--- src/rtl/mem_arb_pkg.sv ---
// rtl/mem_arb_pkg.sv - shared types and default widths for the memory arbiter
package mem_arb_pkg;

    localparam int NREQ       = 2;
    localparam int ADDR_W_DEF = 16;
    localparam int DATA_W_DEF = 16;
    localparam int CNT_W_DEF  = 16;

    typedef enum logic [1:0] {
        ST_IDLE   = 2'd0,
        ST_ACCESS = 2'd1,
        ST_RESP   = 2'd2
    } state_t;

endpackage

--- src/rtl/rr_arbiter2.sv ---
// rtl/rr_arbiter2.sv - two-way round-robin tie-break, grant one-hot plus index
module rr_arbiter2 (
    input  logic [1:0] i_req_valid,
    input  logic       i_last_grant,
    output logic [1:0] o_grant,
    output logic       o_id
);

    // A lone requester always wins; on a tie the one not served last wins.
    always_comb begin
        o_id    = 1'b0;
        o_grant = 2'b00;
        case (i_req_valid)
            2'b01:   o_id = 1'b0;
            2'b10:   o_id = 1'b1;
            2'b11:   o_id = ~i_last_grant;
            default: o_id = 1'b0;
        endcase
        if (i_req_valid != 2'b00) begin
            o_grant[o_id] = 1'b1;
        end
    end

endmodule

--- src/rtl/mem_arbiter.sv ---
// rtl/mem_arbiter.sv - two-requester round-robin sequencer for a single-port memory
module mem_arbiter
    import mem_arb_pkg::*;
#(
    parameter int ADDR_W = ADDR_W_DEF,
    parameter int DATA_W = DATA_W_DEF,
    parameter int CNT_W  = CNT_W_DEF
) (
    input  logic                     clk,
    input  logic                     rst_n,
    input  logic [NREQ-1:0]          req_valid,
    output logic [NREQ-1:0]          req_ready,
    input  logic [NREQ-1:0]          req_we,
    input  logic [NREQ*ADDR_W-1:0]   req_addr,
    input  logic [NREQ*DATA_W-1:0]   req_wdata,
    output logic                     rsp_valid,
    output logic                     rsp_id,
    output logic [DATA_W-1:0]        rsp_rdata,
    output logic [ADDR_W-1:0]        mem_addr,
    output logic [DATA_W-1:0]        mem_wdata,
    output logic                     mem_we,
    input  logic [DATA_W-1:0]        mem_rdata,
    output logic [NREQ*CNT_W-1:0]    grant_cnt
);

    state_t                        r_state;
    logic                          r_last_grant;
    logic                          r_id;
    logic                          r_we;
    logic [ADDR_W-1:0]             r_mem_addr;
    logic [DATA_W-1:0]             r_mem_wdata;
    logic                          r_mem_we;
    logic                          r_rsp_valid;
    logic                          r_rsp_id;
    logic [DATA_W-1:0]             r_rsp_rdata;
    logic [NREQ-1:0][CNT_W-1:0]    r_grant_cnt;

    logic [NREQ-1:0]               w_grant;
    logic                          w_id;
    logic                          w_accept;
    logic                          w_sel_we;
    logic [ADDR_W-1:0]             w_sel_addr;
    logic [DATA_W-1:0]             w_sel_wdata;

    rr_arbiter2 u_rr (
        .i_req_valid  (req_valid),
        .i_last_grant (r_last_grant),
        .o_grant      (w_grant),
        .o_id         (w_id)
    );

    // Ready only in IDLE; the winner's fields are muxed for latching on accept.
    always_comb begin
        req_ready   = (r_state == ST_IDLE) ? w_grant : '0;
        w_accept    = |(req_valid & req_ready);
        w_sel_we    = req_we[w_id];
        w_sel_addr  = w_id ? req_addr[2*ADDR_W-1:ADDR_W]   : req_addr[ADDR_W-1:0];
        w_sel_wdata = w_id ? req_wdata[2*DATA_W-1:DATA_W] : req_wdata[DATA_W-1:0];
    end

    // Transaction sequencer: latch on accept, drive memory, return one tagged response.
    always_ff @(posedge clk or negedge rst_n) begin
        if (!rst_n) begin
            r_state      <= ST_IDLE;
            r_last_grant <= 1'b1;
            r_id         <= 1'b0;
            r_we         <= 1'b0;
            r_mem_addr   <= '0;
            r_mem_wdata  <= '0;
            r_mem_we     <= 1'b0;
            r_rsp_valid  <= 1'b0;
            r_rsp_id     <= 1'b0;
            r_rsp_rdata  <= '0;
            r_grant_cnt  <= '0;
        end else begin
            case (r_state)
                ST_IDLE: begin
                    r_rsp_valid <= 1'b0;
                    if (w_accept) begin
                        r_id         <= w_id;
                        r_we         <= w_sel_we;
                        r_mem_addr   <= w_sel_addr;
                        r_mem_wdata  <= w_sel_wdata;
                        r_mem_we     <= w_sel_we;
                        r_last_grant <= w_id;
                        if (r_grant_cnt[w_id] != '1) begin
                            r_grant_cnt[w_id] <= r_grant_cnt[w_id] + 1'b1;
                        end
                        r_state <= ST_ACCESS;
                    end
                end
                ST_ACCESS: begin
                    // Read data settles during this cycle and is captured here.
                    r_mem_we    <= 1'b0;
                    r_rsp_valid <= 1'b1;
                    r_rsp_id    <= r_id;
                    r_rsp_rdata <= r_we ? '0 : mem_rdata;
                    r_state     <= ST_RESP;
                end
                ST_RESP: begin
                    r_rsp_valid <= 1'b0;
                    r_state     <= ST_IDLE;
                end
                default: begin
                    r_mem_we    <= 1'b0;
                    r_rsp_valid <= 1'b0;
                    r_state     <= ST_IDLE;
                end
            endcase
        end
    end

    assign mem_addr  = r_mem_addr;
    assign mem_wdata = r_mem_wdata;
    assign mem_we    = r_mem_we;
    assign rsp_valid = r_rsp_valid;
    assign rsp_id    = r_rsp_id;
    assign rsp_rdata = r_rsp_rdata;
    assign grant_cnt = r_grant_cnt;

endmodule

--- config.mk ---
export PLATFORM = sky130hd
export DESIGN_NAME = mem_arbiter
export DESIGN_NICKNAME = d
export VERILOG_FILES = /design/src/rtl/mem_arb_pkg.sv /design/src/rtl/rr_arbiter2.sv /design/src/rtl/mem_arbiter.sv
export SDC_FILE = /design/constraint.sdc
export NUM_CORES = 1
export LEC_CHECK = 0
export BUFFER_PORTS_ARGS = -buffer_cell sky130_fd_sc_hd__buf_2
export CORE_ASPECT_RATIO = 0.5
export CORE_UTILIZATION = 54
export CTS_BUF_LIST = sky130_fd_sc_hd__clkbuf_2 sky130_fd_sc_hd__clkbuf_4 sky130_fd_sc_hd__clkbuf_8
export DETAILED_ROUTE_END_ITERATION = 16
export PLACE_DENSITY = 0.95
export SLEW_MARGIN = 40
export SYNTH_ARGS = -nofsm -noshare
export SYNTH_HDL_FRONTEND = slang
export SYNTH_SLANG_ARGS = --single-unit
--- constraint.sdc ---
create_clock -name clk -period 3.5 [get_ports clk]
set_clock_uncertainty 0.1 [all_clocks]
set_input_delay 0.7 -clock clk [delete_from_list [all_inputs] [get_ports clk]]
set_output_delay 0.7 -clock clk [all_outputs]
set_load 0.02 [all_outputs]
==> results.yml <==
clocking:
  cts_max_level: 3
  numCtsBuffers: 9
  clockBufferDepth: 2
  cts_tree: "yes"
  post_cts.repair.setup_buffers: 0
  clk-insertion-delay-late_ns: 0.36
  cts_sinks: 88
  hold_buffers: 0
  cts_resized: 0
  clkTransAtPathRegs_ns: 0.08
  root_buffer: "clkbuf_8"
drt:
  dr.pass1.iters: 8
  vias: 3792
  remaining_drc_errors: 0
  drtAntennaViolNets: 0
  wl_per_cell_um: 16.3
  routed_wl_mm: 10.7
  wl_met1_mm: 4.23
  wl_met2_mm: 5.53
  drt-initial-drc-count: 535
  wl_met3_um: 823
  viasPerCell: 5.75
  top_layer: "met4"
cells_and_area:
  fill_cells: 536
  area_delta_synth_final_pct: 27.1
  final_cell_mix: "buf_2, dfrtp_1, nand2_1, inv_1, a222oi_1"
  diodes: 0
  register_area_sq_um: 2200
  drive_above_1_share_pct: 36.9
  final_area_sq_um: 5290
  multiInputGateArea_sq_um: 1720
  final_common_cell: "buf_2"
  nets: 645
timing:
  final_max_slew_viol_count: 0
  setup_tns_ns: 0
  worst_pin_slew_ns: 0.734
  fmax_ghz: 0.351
  period_share_pct: 81.4
  setup_viol: 0
  finalCriticalPeriod_ns: 2.85
  rsz0062_at_grt: "false"
  slew_headroom_pct: 51.0
  hold_viol: 0
synthesis:
  syn_nets: 479
  synth-edff-count: 0
  synth_area_sq_um: 4170
  synthDistinctLibCells: 57
  synthCells: 392
  yosysWarnings: 0
  synth-seq-cells: 88
  ys_async_sr_fraction_pct: 100
  syn_area_per_cell_sq_um: 10.6
  seq_area_frac_synth_pct: 52.9
  ys.flop_type: "dfrtp_1"
floorplan:
  die_x_um: 126
  dieArea_sq_um: 8090
  coreArea_sq_um: 7400
  num_rows: 22
  die_h_um: 64.1
  start_util_pct: 56.3
  io_pins: 171
global_routing:
  grt_pass1_vias: 3662
  grt_pass1_wl_mm: 17.7
  grt.total_usage_pct: 28.5
  grt_start_max_net_pins: 89
  gr-total-overflow: 0
  antenna_found_initial: 1
job:
  cap_violations: 0
worst_setup_path:
  path_class: "reg2out"
  cp_data_arrival_time_ns: 2.05
  worst_setup_path_start_kind: "flop"
  r2r_slack_ns: 0.90
  crit_path_end_kind: "primary output"
  crit_fanout: 13
  required_ns: 2.70
power_and_ir_drop:
  ir_drop_uv: 492
  powerDensity_nw_per_um2: 798
  power_leakage_nw: 2.83
worst_hold_path:
  hold_class: "in2async"
placement:
  routabilityCongestion: 0.897
  hpwl_mm: 7.80
  io_buffer_count: 170
  place_area_sq_um: 5090
outcome:
  outcome: "finished clean"
-- registers in the layout, indices dropped and copies added, names as in the netlist --
signal and cells:
grant_cnt 32, mem_addr 16, mem_wdata 16, rsp_rdata 16, r_state 2, mem_we 1, r_id 1, r_last_grant 1
r_we 1, rsp_id 1, rsp_valid 1
-- final timing paths --
check	start	endpoint	depth (start not counted)
max in group asynchronous	rst_n	r_id$_DFFE_PN0P_	1
worst max-delay path	r_state[0]$_DFFE_PN0P_	req_ready[0]	4
worst max register to register	r_last_grant$_DFFE_PN1P_	grant_cnt[5]$_DFFE_PN0P_	7
worst min register to register	r_id$_DFFE_PN0P_	rsp_id$_DFFE_PN0P_	2
worst min-delay path	rst_n	rsp_rdata[7]$_DFFE_PN0P_	1
min in group clk	r_id$_DFFE_PN0P_	rsp_id$_DFFE_PN0P_	2
-- routing by layer --
metal / global-route usage, % / up-vias
met5: 0 / -
li1: - / 1749
met4: 12.2 / 0
met2: 49.0 / 205
met1: 34.4 / 1822
met3: 7.45 / 16
-- worst max-delay path, cell delays in order, from the launching register on --
cell	delay [ns]
dfrtp_1	0.42
nor2_1	0.24
nand3_1	0.26
inv_1	0.50
buf_2	0.27
-- power by group --
part	internal, mW	total (mW)	leakage, nW	switching, mW
logic	0.679	1.85	1.60	1.17
registers	1.39	1.68	1.12	0.288
clock network	0.361	0.694	0.101	0.333
total	2.43	4.22	2.83	1.79
-- final cells by class --
cell class | count | share of cell area (%)
Clock buffer | 13 | 2.91
Clock inverter | 3 | 0.804
Inverter | 42 | 2.98
Multi-Input combinational cell | 242 | 32.5
Sequential cell | 88 | 41.6
Tap cell | 96 | 2.27
Timing Repair Buffer | 175 | 17.0
-- synthesized netlist by cell type, types with 2 or more instances --
cell type	count	area (sq um)
a211o_1	2	17.5
a21oi_1	5	25.0
a222oi_1	32	320
a31oi_1	3	18.8
a41oi_1	2	17.5
and2_1	2	12.5
and3_1	10	62.6
and4_1	2	17.5
buf_1	2	7.51
buf_2	2	10.0
buf_6	2	22.5
clkbuf_1	14	52.6
dfrtp_1	87	2180
inv_1	41	154
mux2_1	10	113
mux2i_1	5	50.1
nand2_1	47	176
nand2b_1	18	113
nand3_1	11	55.1
nand4_1	8	50.1
nor2_1	7	26.3
nor2b_1	2	12.5
nor3_1	3	15.0
nor4_1	2	12.5
o211ai_1	5	37.5
o21ai_0	20	100
o21ai_4	2	32.5
xnor2_1	14	123
xor2_1	4	35.0
-- kinds of logic (layout without fill, tap and decap cells) --
group           count (synthesis)  after routing  synth area share (%)
buf+inv                        62            233                  6.01
compound gates                 87             87                  17.5
mux                            16             16                  4.18
xor+xnor                       18             18                  3.78
simple gates                  120            120                  15.3
fa+ha+maj                       1              1                 0.300
flops                          88             88                  52.9
-- per-stage QoR --
step | power (mW) | cells | hold WS (ns) | worst slack, ns | utilization [%]
3_5_place_dp | 3.55 | 643 | 0.365 | 0.562 | 68.8
4_1_cts | 4.24 | 659 | 0.317 | 0.673 | 71.4
3_3_place_gp | 3.45 | 643 | 0.356 | 0.686 | 68.7
5_1_grt | 4.50 | 659 | 0.332 | 0.567 | 71.5
6_report | 4.22 | 659 | 0.253 | 0.653 | 71.5
2_1_floorplan | 2.88 | 392 | 0.304 | 0.851 | -
No activity file was read; power rests on OpenSTA's default activity.
